$ cat src/rtl/state_dispatch_queue.sv
// state_dispatch_queue: decodes accepted instructions to control-FSM entry states and queues them for the control unit.
// Optional feature macro STATE_DISPATCH_TRAP_EN: unknown instructions decode to TRAP_STATE and pulse o_trap.
module state_dispatch_queue #(
    parameter int STATE_W       = 7,
    parameter int DEPTH         = 2,
    parameter int DEFAULT_STATE = 1,
    parameter int TRAP_STATE    = 63
) (
    input  logic                    i_clk,
    input  logic                    i_reset,
    input  logic [31:0]             i_instr_in,
    input  logic                    i_instr_valid,
    output logic                    o_instr_ready,
    input  logic                    i_flush,
    output logic [STATE_W-1:0]      o_state_sel,
    output logic [31:0]             o_state_instr,
    output logic                    o_state_valid,
    input  logic                    i_state_ack,
    output logic [$clog2(DEPTH):0]  o_count,
    output logic [15:0]             o_unknown_cnt
`ifdef STATE_DISPATCH_TRAP_EN
    ,
    output logic                    o_trap
`endif
);
    localparam int AW = $clog2(DEPTH);
`ifdef STATE_DISPATCH_TRAP_EN
    localparam logic [STATE_W-1:0] UNK_STATE = STATE_W'(TRAP_STATE);
`else
    localparam logic [STATE_W-1:0] UNK_STATE = STATE_W'(DEFAULT_STATE);
`endif

    logic [5:0]         w_op, w_fn;
    logic [4:0]         w_rt;
    logic [6:0]         w_code;
    logic               w_dec_unk;
    logic [STATE_W-1:0] w_dec_state;

    assign w_op = i_instr_in[31:26];
    assign w_fn = i_instr_in[5:0];
    assign w_rt = i_instr_in[20:16];

    // w_code of zero marks an unrecognised instruction; every real state is non-zero
    always_comb begin
        w_code = '0;
        case (w_op)
            6'b000000: case (w_fn)
                6'b100001: w_code = 7'd6;
                6'b100011: w_code = 7'd17;
                6'b101011: w_code = 7'd19;
                6'b100100: w_code = 7'd23;
                6'b100101: w_code = 7'd25;
                6'b100110: w_code = 7'd27;
                6'b100111: w_code = 7'd29;
                6'b000000: w_code = 7'd31;
                6'b000011: w_code = 7'd32;
                6'b000010: w_code = 7'd33;
                6'b001011: w_code = 7'd34;
                6'b001010: w_code = 7'd35;
                6'b010000: w_code = 7'd45;
                6'b010010: w_code = 7'd46;
                6'b010001: w_code = 7'd47;
                6'b010011: w_code = 7'd48;
                6'b011001: w_code = (i_instr_in[15:6] == '0) ? 7'd49 : 7'd0;
                6'b001000: w_code = (i_instr_in[20:11] == '0) ? 7'd44 : 7'd0;
                default:   w_code = 7'd0;
            endcase
            6'b011100: w_code = (w_fn == 6'b100001) ? 7'd21 : (w_fn == 6'b100000) ? 7'd22 : 7'd0;
            6'b000001: w_code = (w_rt == 5'b00001) ? 7'd37 : (w_rt == 5'b10001) ? 7'd56 : 7'd0;
            6'b001001: w_code = 7'd18;
            6'b001011: w_code = 7'd20;
            6'b001100: w_code = 7'd24;
            6'b001101: w_code = 7'd26;
            6'b001110: w_code = 7'd28;
            6'b001111: w_code = 7'd30;
            6'b101000, 6'b101001, 6'b101011: w_code = 7'd7;
            6'b111111: w_code = 7'd50;
            6'b000100: w_code = 7'd11;
            6'b000101: w_code = 7'd41;
            6'b000111: w_code = (w_rt == '0) ? 7'd39 : 7'd0;
            6'b000110: w_code = (w_rt == '0) ? 7'd42 : 7'd0;
            6'b100011, 6'b100001, 6'b100101, 6'b100000, 6'b100100: w_code = 7'd13;
            default: w_code = 7'd0;
        endcase
    end

    assign w_dec_unk   = (w_code == '0);
    assign w_dec_state = w_dec_unk ? UNK_STATE : STATE_W'(w_code);

    logic [STATE_W-1:0] r_mem_state [DEPTH];
    logic [31:0]        r_mem_instr [DEPTH];
    logic [AW-1:0]      r_wr, r_rd, w_rd_nxt;
    logic [AW:0]        r_count, w_count_nxt;
    logic               r_valid;
    logic [STATE_W-1:0] r_sel;
    logic [31:0]        r_instr;
    logic [15:0]        r_unk_cnt;
    logic               w_push, w_pop, w_bypass;

    assign o_instr_ready = (r_count != (AW+1)'(DEPTH));
    assign w_push        = i_instr_valid && o_instr_ready && !i_flush;
    assign w_pop         = r_valid && i_state_ack && !i_flush;
    assign w_rd_nxt      = r_rd + AW'(w_pop);
    assign w_count_nxt   = i_flush ? '0 : r_count + (AW+1)'(w_push) - (AW+1)'(w_pop);
    // Queue drains to nothing but the incoming entry: head comes straight from the decoder
    assign w_bypass      = ((r_count - (AW+1)'(w_pop)) == '0);

    always_ff @(posedge i_clk) begin
        if (w_push) begin
            r_mem_state[r_wr] <= w_dec_state;
            r_mem_instr[r_wr] <= i_instr_in;
        end
    end

    always_ff @(posedge i_clk or posedge i_reset) begin
        if (i_reset) begin
            r_wr      <= '0;
            r_rd      <= '0;
            r_count   <= '0;
            r_valid   <= 1'b0;
            r_sel     <= '0;
            r_instr   <= '0;
            r_unk_cnt <= '0;
        end else begin
            r_count <= w_count_nxt;
            r_valid <= (w_count_nxt != '0);
            if (i_flush) begin
                r_rd <= r_wr;
            end else begin
                r_wr <= r_wr + AW'(w_push);
                r_rd <= w_rd_nxt;
            end
            if (w_count_nxt != '0) begin
                r_sel   <= w_bypass ? w_dec_state : r_mem_state[w_rd_nxt];
                r_instr <= w_bypass ? i_instr_in : r_mem_instr[w_rd_nxt];
            end
            if (w_push && w_dec_unk && r_unk_cnt != 16'hFFFF)
                r_unk_cnt <= r_unk_cnt + 16'd1;
        end
    end

`ifdef STATE_DISPATCH_TRAP_EN
    logic r_trap;
    always_ff @(posedge i_clk or posedge i_reset) begin
        if (i_reset) r_trap <= 1'b0;
        else         r_trap <= w_push && w_dec_unk;
    end
    assign o_trap = r_trap;
`endif

    assign o_count       = r_count;
    assign o_state_valid = r_valid;
    assign o_state_sel   = r_sel;
    assign o_state_instr = r_instr;
    assign o_unknown_cnt = r_unk_cnt;
endmodule

$ cat config.mk
export PLATFORM = sky130hd
export DESIGN_NAME = state_dispatch_queue
export DESIGN_NICKNAME = d
export VERILOG_FILES = /design/src/rtl/state_dispatch_queue.sv
export SDC_FILE = /design/constraint.sdc
export NUM_CORES = 1
export LEC_CHECK = 0
export BUFFER_PORTS_ARGS = -buffer_cell sky130_fd_sc_hd__buf_4
export CAP_MARGIN = 20
export CORE_ASPECT_RATIO = 0.9
export CORE_MARGIN = 2
export CORE_UTILIZATION = 25
export CTS_BUF_LIST = sky130_fd_sc_hd__clkbuf_2 sky130_fd_sc_hd__clkbuf_4 sky130_fd_sc_hd__clkbuf_8
export DETAILED_ROUTE_END_ITERATION = 8
export MAX_ROUTING_LAYER = met4
export PLACE_DENSITY = 0.53
export SYNTH_ARGS = -nofsm -noshare
export SYNTH_HDL_FRONTEND = slang
export SYNTH_SLANG_ARGS = --single-unit
$ cat constraint.sdc
create_clock -name i_clk -period 5.5 [get_ports i_clk]
set_input_delay 0.55 -clock i_clk [delete_from_list [all_inputs] [get_ports i_clk]]
set_output_delay 0.55 -clock i_clk [all_outputs]
set_load 0.03 [all_outputs]
=== Yosys cells after proc, flatten, opt, wreduce, memory -nomap -nowiden ===
Memory sizes are Yosys's and may differ from the RTL's.
Cells that the tools add are included.

* Flip-flop bits (word level): 60
* RAM bits: 78
* Logic and storage cells: 92
* Memories: 2

{| class="wikitable"
|+ Memory list
! memory !! depth !! width !! read ports !! clocked after memory_dff !! wr ports !! line !! text
|-
| r_mem_instr || 2 || 32 || 1 || 0 || 1 || 91 || <nowiki>logic [31:0] r_mem_instr [DEPTH];</nowiki>
|-
| r_mem_state || 2 || 7 || 1 || 0 || 1 || 90 || <nowiki>logic [STATE_W-1:0] r_mem_state [DEPTH];</nowiki>
|}

* Add/sub/neg operators: 6
* Equality and inequality tests: 43
* Mux-type cells: 17
* Reduce and logical (&&, ||, !) cells: 17

{| class="wikitable"
|+ Operators with widths
! cell !! number
|-
| 7-bit case mux with 16 select lines || 1
|-
| 6-bit case mux with 18 select lines || 1
|-
| 6-bit == test, second input constant || 17
|-
| 6-bit by 4-bit == test with 1-bit output, second input constant || 9
|-
| 6-bit by 5-bit == test with 1-bit output, second input constant || 6
|-
| 6-bit two-way mux || 6
|-
| 32-bit two-way mux || 1
|-
| 6-bit by 3-bit == test with 1-bit output, second input constant || 4
|-
| 10-bit logical NOT || 2
|-
| 16-bit by 1-bit adder with 16-bit output, second input constant || 1
|-
| 16-bit inequality test, second input constant || 1
|-
| 7-bit two-way mux || 2
|-
| 6-bit by 2-bit == test with 1-bit output, second input constant || 2
|-
| 6-bit logical NOT || 2
|-
| 5-bit two-way mux || 2
|-
| 7-bit logical NOT || 1
|-
| 6-bit by 1-bit == test with 1-bit output, second input constant || 1
|-
| 1-bit logical AND || 6
|-
| 5-bit by 1-bit == test with 1-bit output, second input constant || 1
|-
| 5-bit == test, second input constant || 1
|-
| 5-bit logical NOT || 1
|-
| 5-bit OR reduction || 1
|-
| 2-bit by 1-bit subtractor with 2-bit output || 2
|-
| 1-bit two-way mux || 3
|-
| other kinds (8) || 9
|}

=== Depth between registers and ports, before layout ===
Gate-level depths: netlist of run 1.

* Depth after elaboration: 7
* Gate-level depth with buffers: 13
* Gate-level depth less buffers: 11

=== Least setup slack after synthesis of run 1 ===
OpenSTA, ideal clock, no wires.

* Path kind: register -> register
* From: reg r_count[0], in the netlist o_count[0]
* To: reg r_instr[10], in the netlist o_state_instr[10]
* Library setup time: 0.083 ns
* Arrival time: 2.728 ns
* Slack: 2.689 ns
* Stages on the path, launching flop included: 14
* Buffers on the path: 2
* Cell sequence: dfrtp_1 -> nand2b_1 -> nand3b_1 -> ha_1 -> inv_1 -> ha_1 -> xor2_1 -> xnor2_1 -> nor2_1 -> nor2_1 -> clkbuf_1 -> clkbuf_1 -> nand2_1 -> o21ai_0

* Word-level cells in the longest chain between the ends: 7
* Elaborated cells on any way between the ends: 10
* Classes of those cells: 3 x add/sub; 1 x eq/ne; 2 x mux; 4 x reduce/logical

{| class="wikitable"
|+ Ends and longest elaborated chain
! what !! line !! text
|-
| from (decl) || 93 || <nowiki>logic [AW:0] r_count, w_count_nxt;</nowiki>
|-
| from (signal assigned) || 125 || <nowiki>r_count <= w_count_nxt;</nowiki>
|-
| 2-bit inequality test || 100 || <nowiki>assign o_instr_ready = (r_count != (AW+1)'(DEPTH));</nowiki>
|-
| net o_instr_ready || 13 || <nowiki>output logic o_instr_ready,</nowiki>
|-
| 1-bit logical AND (2 in series) || 101 || <nowiki>assign w_push = i_instr_valid && o_instr_ready && !i_flush;</nowiki>
|-
| 2-bit by 1-bit adder with 2-bit output || 104 || <nowiki>assign w_count_nxt = i_flush ? '0 : r_count + (AW+1)'(w_push) - (AW+1)'(w_pop);</nowiki>
|-
| 2-bit by 1-bit subtractor with 2-bit output || 104 ||
|-
| 2-bit two-way mux || 104 ||
|-
| net w_count_nxt[1] || 93 ||
|-
| 2-bit nonzero test || 133 || <nowiki>if (w_count_nxt != '0) begin</nowiki>
|-
| to (signal assigned) || 135 || <nowiki>r_instr <= w_bypass ? i_instr_in : r_mem_instr[w_rd_nxt];</nowiki>
|-
| to (decl) || 96 || <nowiki>logic [31:0] r_instr;</nowiki>
|}

The timed path passes the listed nets, and every way through them passes these cells.
A chain may end at the register's enable or synchronous reset.

=== Final worst setup path of run 1 ===
* From: reg r_valid, in the netlist o_state_valid
* To: reg r_sel[2], in the netlist o_state_sel[2]

* Word-level cells in the longest chain between the ends: 5
* Elaborated cells on any way between the ends: 10
* Classes of those cells: 3 x add/sub; 2 x mux; 4 x reduce/logical; 1 x memory

{| class="wikitable"
|+ Ends and longest elaborated chain
! what !! line !! text
|-
| from (decl) || 94 || <nowiki>logic r_valid;</nowiki>
|-
| from (signal assigned) || 126 || <nowiki>r_valid <= (w_count_nxt != '0);</nowiki>
|-
| 1-bit logical AND (2 in series) || 102 || <nowiki>assign w_pop = r_valid && i_state_ack && !i_flush;</nowiki>
|-
| 2-bit by 1-bit subtractor with 2-bit output || 104 ||
|-
| 2-bit two-way mux || 104 ||
|-
| net w_count_nxt[1] || 93 ||
|-
| 2-bit nonzero test || 133 ||
|-
| to (signal assigned) || 134 || <nowiki>r_sel <= w_bypass ? w_dec_state : r_mem_state[w_rd_nxt];</nowiki>
|-
| to (decl) || 95 || <nowiki>logic [STATE_W-1:0] r_sel;</nowiki>
|}

The timed path passes the listed nets, and every way through them passes these cells.

==> key figures, run 1 <==
Hold path
  • Hold depth: 1
  • Hold wc startpoint: i_instr_in[21]
  • Class of the worst hold path: in -> reg
  • Hold worst-path end: r_mem_instr[1][21]

Layout
  • Synth-to-Final Area Change: 24.7%
  • Layout cells sized above 1: 0.241
  • Fill cells: about 2,600
  • Final Instance Count excl. Fillers: 991
  • Final Net Count: 684
  • ANT cells: 0

STA
  • Fin crit period: 3.05 ns
  • PnR worst setup slack: 2.45 ns
  • Worst slew pin tran: 0.910 ns
  • Post-route clock period utilization: 0.555
  • Skew final: 0.0177 ns
  • Final Max Slew Viols: 0
  • Final hold vios: 0
  • RSZ-0062 raised after global routing: false
  • TNS Setup: 0 ns
  • Max-slew headroom: 0.392
  • Final setup viols: 0
  • FMAX: 0.327 GHz

Routing
  • 1st-iter DRT viols: about 220
  • Initial DRT Pass Iterations: 4
  • Metal-1 WL: around 7.3 mm
  • ANT nets after route: 0
  • Uppermost layer routed: met4
  • Total detailed-routing wirelength: 14.8 mm
  • Via density per instance: 4.41
  • DRC errors left: 0
  • WL/cell: 14.9 um
  • Via Count: approximately 4,400
  • Met3 Wirelength: 666 um
  • Met2 WL post-DR: 6.69 mm

Clock network
  • TritonCTS Buffers: 17
  • H-tree depth: 4
  • Clock tree buffer depth: 2
  • Count of clock tree sinks: 135
  • CTS tree: built
  • Setup repair bufs after CTS: 0
  • CTS clk-pin slew, worst paths: 0.08 ns
  • CTS resizes: 0
  • Hold_buf cts: 0
  • Clk root buf: clkbuf_8
  • Clock Latency Late Sink: roughly 0.45 ns

Floorplan
  • Die Span Y: around 150 um
  • Cell Rows: 54
  • # IOs: 96
  • Core area: 24,500 um2
  • Die area: 26,400 um2
  • Initial core utilization: 0.256
  • Die Wd: 171 um

Power and ir drop
  • Lkg Pwr: 0.00329 uW
  • Power Dens Cells: 471 nW/um2
  • Maximum vdd drop: 0.187 mV

Setup path
  • Worst Setup Start Kind: flop
  • CP Class: reg -> reg
  • CP peak stage delay: 0.71 ns
  • Crit path cell chain: nand3b_1 > inv_1 > ha_1 > inv_1 > ha_1 > xor2_1 > xnor2_1 > nor2_1 > nor2_4 > buf_4 > o21ai_0
  • WP data required: around 5.8 ns
  • Critical R2R Capture: o_state_sel[2]
  • FF-to-FF setup slack: approximately 2.4 ns
  • Reg-to-Reg Start: o_state_valid
  • Critical path arrival: between 3 and 4 ns
  • Crit-path slowest cell: nor2_4
  • R2r worst-path depth: 11
  • CP max FO: 43
  • Crit. End Element: flop

Logic synthesis
  • Gate Count Post-Synth: 557
  • Synth Area in Simple Gates: 0.147
  • Ys flop type: edfxtp_1
  • Synth Register Bits: around 140
  • Xor/xnor cell area share of the yosys netlist: 0.0279
  • Ys async rst share: 0.437
  • Compound-Gate Fraction of Synth Area: 0.111
  • Post-synth top area share: 0.364
  • Net Count, Synth: 599
  • Mux cell area share after synthesis: 0.0680
  • Largest family of logic cells by synthesized area: simple AND/OR/NAND/NOR gates
  • Post-synth EDFFs: 76
  • Total number of yosys warnings: 0
  • Mapped cell area: 6270 um2
  • Post-synth top area cell: edfxtp_1
  • Synth area leaders: edfxtp_1, dfrtp_1, mux2i_1
  • Post-Synth Adder-Cell Area: 0.00997
  • Syn avg cell area: 11.3 um2
  • Seq/Total Area, Yosys: 0.599
  • Cell variety after synth: 64

Global route
  • Initial antenna violation count: 0
  • Number of global-route vias before repair: 4,254
  • Largest net degree at the start of global routing: 76
  • First-pass GRT wire length: 23.6 mm
  • Global-route usage over all layers: 0.120
  • GRT overflow: 0

Place
  • Post-Place Worst Slack: slightly above 2 ns
  • Port Buffer Count: 94
  • Detailed Place HPWL: 9.86 mm
  • Placed insts: 957
  • Placer congestion estimate: 0.813

Run
  • Maximum capacitance violations: 0

Outcome
  • Status: completed
sequential cells by signal, summed over array words and instances, names as in the netlist:
register and cells:
r_rd 1, o_count 2, r_mem_instr 64, o_state_sel 6, o_state_valid 1, r_mem_state 12
r_wr 1, o_unknown_cnt 16, o_state_instr 32
cells in the mapped netlist, types with 2 or more instances:
library cell and count:
edfxtp_1 76, dfrtp_1 59, nand2_1 59, nor2_1 53
o21ai_0 45, a21oi_1 44, mux2i_1 40, clkbuf_1 20
inv_1 17, xor2_1 17, nor3_1 12, nand3_1 10
nor2b_1 7, nor4_1 7, buf_1 6, ha_1 5
or3_1 5, buf_2 4, nand2b_1 4, or2_2 4
or4_1 4, or4b_1 4, a31oi_1 3, and3_1 3
buf_6 3, xnor2_1 3, a21o_1 2, a31o_2 2
nand3b_1 2, nor3_2 2, nor3b_1 2
how the worst max path moves through the flow:
stage	from	to	slack [ns]	cells after the start
finish	o_state_valid	o_state_sel[2]	2.45	11
global route	o_count[1]	o_state_instr[12]	2.12	11
CTS	o_state_valid	o_state_sel[2]	2.36	11
detailed placement	i_flush	o_state_sel[2]	2.06	12
global placement	i_flush	o_state_instr[19]	2.09	12
floorplan	o_count[0]	o_state_instr[10]	2.69	13
power by group:
group | total [uW] | internal [uW] | switching, uW
clock | 942 | 555 | 387
combinational | 1330 | 487 | 846
sequential | 1410 | 1290 | 122
total | 3680 | 2330 | 1360
through the flow:
stage	power, uW	hold WS (ns)	utilization	cell area [um2]
finish	3680	0.304	0.320	7820
global route	3920	0.260	0.320	7820
CTS	3740	0.265	0.318	7770
detailed placement	2790	0.473	0.299	7310
global placement	2780	0.465	0.299	7310
floorplan	2310	0.478	-	6270
logic make-up (layout without fill, tap and decap cells):
logic type,after synthesis,count (layout)
compound gates,116,116
xor+xnor,20,20
fa+ha+maj,5,5
buf+inv,52,150
flops,135,135
mux,42,42
other cells,1,1
simple gates,186,186
routing by layer:
layer  vias up  track usage
li1       2174            -
met1      2078        0.163
met2       104        0.178
met3        12       0.0320
met4         0       0.0335
met5         -            -
critical path, delay by kind of cell, from the launching register on:
family	cells	cell delay [ns]
AOI/OAI and AO/OA	1	0.16
buffers and inverters	3	0.58
DFF	1	0.40
xor gates and xnor gates	2	0.30
adders and majority gates	2	0.43
and+or+nand+nor	3	1.03
layout by cell type (no fill, tap or decap), types with 3 or more instances in the layout:
| cell | instances |
|---|---|
| ha_1 | 3 |
| buf_4 | 98 |
| or3_1 | 5 |
| or2_2 | 4 |
| clkbuf_4 | 3 |
| inv_1 | 16 |
| or4_1 | 4 |
| mux2i_1 | 40 |
| bufinv_16 | 5 |
| nor4_1 | 7 |
| clkbuf_8 | 17 |
| nand3_1 | 10 |
| or4b_1 | 4 |
| xor2_1 | 16 |
| dfrtp_1 | 59 |
| clkinvlp_4 | 4 |
| o21ai_0 | 45 |
| and3_1 | 3 |
| nor2b_1 | 7 |
| nor2_1 | 51 |
| edfxtp_1 | 76 |
| a31oi_1 | 3 |
| a21oi_1 | 44 |
| nor3_1 | 12 |
| xnor2_1 | 3 |
| nand2_1 | 59 |
| nand2b_1 | 4 |
cell type report:
class	instances	area (um2)	area share
Sequential cell	135	3760	0.480
Multi-Input combinational cell	370	2330	0.297
Timing Repair Buffer	100	791	0.101
Tap cell	336	420	0.0537
Clock buffer	20	256	0.0328
Clock inverter	12	203	0.0259
Inverter	18	67.6	0.00864
(Power assumes the default switching activity.)
==> inputs of run 2 (changes only) <==
==> constraint.sdc (replaced) <==
create_clock -name i_clk -period 3.1 [get_ports i_clk]
set_input_delay 0.31 -clock i_clk [delete_from_list [all_inputs] [get_ports i_clk]]
set_output_delay 0.31 -clock i_clk [all_outputs]
set_load 0.03 [all_outputs]
==> run 2 against run 1 <==
Against the previous run: global-route usage is 0.33 points higher; cell count up 0.50%; highest routed layer unchanged; clock power rose by 61%; sequential share of layout area decreased by 0.092 points; register-to-register slack worse by 1.6 ns; die area stayed put.
==> key figures, run 2 (synthesized netlist as in run 1, its figures left out) <==
Place
  • Port Buffer Count: 94
  • Placed insts: ~960
  • Placer congestion estimate: between 0.8 and 0.9
  • Post-Place Cell Area: ~7400 um2
  • Post-Place Worst Slack: 0.256 ns
  • Detailed Place HPWL: 10.5 mm

STA
  • Max-slew headroom: 0.508
  • Post-route clock period utilization: 0.771
  • FMAX: 0.418 GHz
  • TNS Setup: 0 ns
  • Final Max Slew Viols: 0
  • Fin crit period: 2.39 ns
  • Final hold vios: 0
  • Skew final: 0.0140 ns
  • Final setup viols: 0
  • RSZ-0062 raised after global routing: false
  • PnR worst setup slack: 0.710 ns
  • Worst slew pin tran: approximately 0.74 ns
  • Hold Slack: between 0.004 and 0.005 ns

Clock network
  • CTS resizes: 0
  • Clock Latency Late Sink: between 0.4 and 0.5 ns
  • Setup repair bufs after CTS: 0
  • Clk root buf: clkbuf_8
  • Hold_buf cts: 0
  • CTS clk-pin slew, worst paths: ~0.080 ns
  • Clock tree buffer depth: 2
  • CTS tree: built
  • TritonCTS Buffers: 17
  • H-tree depth: 4
  • Count of clock tree sinks: 135

Routing
  • WL/cell: 15.4 um
  • Via Count: roughly 4,400
  • Total detailed-routing wirelength: 15.3 mm
  • Via density per instance: 4.38
  • Initial DRT Pass Iterations: 5
  • 1st-iter DRT viols: 225
  • DRC errors left: 0
  • ANT nets after route: 0

Global route
  • Number of global-route vias before repair: 4,341
  • GRT overflow: 0
  • Initial antenna violation count: 0
  • Largest net degree at the start of global routing: 76
  • First-pass GRT wire length: 24.1 mm
  • Global-route usage over all layers: 0.124

Power and ir drop
  • Power Dens Cells: slightly above 800 nW/um2
  • Lkg Pwr: between 0.003 and 0.004 uW
  • Maximum vdd drop: 0.349 mV

Layout
  • ANT cells: 0
  • Most frequent cells in the layout: buf_4, edfxtp_1, nand2_1, dfrtp_1, nor2_1
  • Layout cells sized above 1: 0.244
  • Max reg flops: between 60 and 70
  • Final Instance Count excl. Fillers: 996
  • Final Net Count: 689
  • Synth-to-Final Area Change: 25.0%
  • Most common cell after layout, fill and taps aside: buf_4
  • Reg with most FFs: r_mem_instr
  • Final instance area: 7840 um2

Floorplan
  • Initial core utilization: 0.256
  • Die Wd: 171 um
  • # IOs: 96
  • Die Span Y: 154 um
  • Cell Rows: 54
  • Die area: 26,400 um2
  • Core area: 24,500 um2

Setup path
  • WP data required: between 3 and 4 ns
  • Reg-to-Reg Start: o_state_valid
  • CP max FO: 14
  • Worst Setup Start Kind: input port
  • Critical Path Start: i_instr_in[30]
  • Crit. End Element: flop
  • CP Class: in -> reg
  • Critical path arrival: 2.71 ns
  • FF-to-FF setup slack: 0.82 ns

Hold path
  • Class of the worst hold path: in -> async

Outcome
  • Status: completed

Run
  • Maximum capacitance violations: 0
run 2: cell count changes in the layout (fill, tap and decap cells not counted), moves of 2 or more:
cell / change
clkinv_1: +2
buf_12: +5
buf_16: -2
buf_4: +2
bufinv_16: -2
run 2: layer usage:
metal,up-vias,wire [um],global-route usage
met3,12,585,0.0279
met2,97,7150,0.189
met1,2083,7360,0.163
met5,-,0,-
li1,2175,-,-
met4,0,201,0.0395
run 2: worst paths after layout:
| kind | to | depth (start not counted) |
|---|---|---|
| max | o_unknown_cnt[1] | 9 |
| min | o_state_sel[5] | 2 |
| max reg2reg | o_state_instr[22] | 11 |
| min reg2reg | o_state_instr[19] | 2 |
| max in group asynchronous | o_state_instr[22] | 3 |
| min in group i_clk | r_mem_instr[1][24] | 1 |
run 2: final cells by class:
| cell class | count | area, um2 |
|---|---|---|
| Clock buffer | 20 | 263 |
| Clock inverter | 12 | 151 |
| Fill cell | 2538 | 16600 |
| Inverter | 18 | 67.6 |
| Multi-Input combinational cell | 370 | 2330 |
| Sequential cell | 135 | 3760 |
| Tap cell | 336 | 420 |
| Timing Repair Buffer | 105 | 851 |
run 2: critical path: stages:
cell and delay, ns:
buf_4 0.15, or4_1 0.55, nor3_1 0.34, o31ai_4 0.19
a21oi_1 0.16, a2111o_1 0.19, a21o_1 0.39, nor2_2 0.12
mux2_4 0.31
run 2: metrics by stage:
step           power, uW  utilization
2_1_floorplan       4090            -
3_3_place_gp        5010        0.304
3_5_place_dp        5040        0.304
4_1_cts             6580        0.320
5_1_grt             6890        0.320
6_report            6450        0.320
run 2: report_power, final:
group | switching, uW | internal, uW | leakage [uW]
Sequential | 205 | 2280 | 0.00145
Clock | 683 | 832 | 0.000201
Combinational | 1540 | 913 | 0.00165
Total | 2430 | 4030 | 0.00331
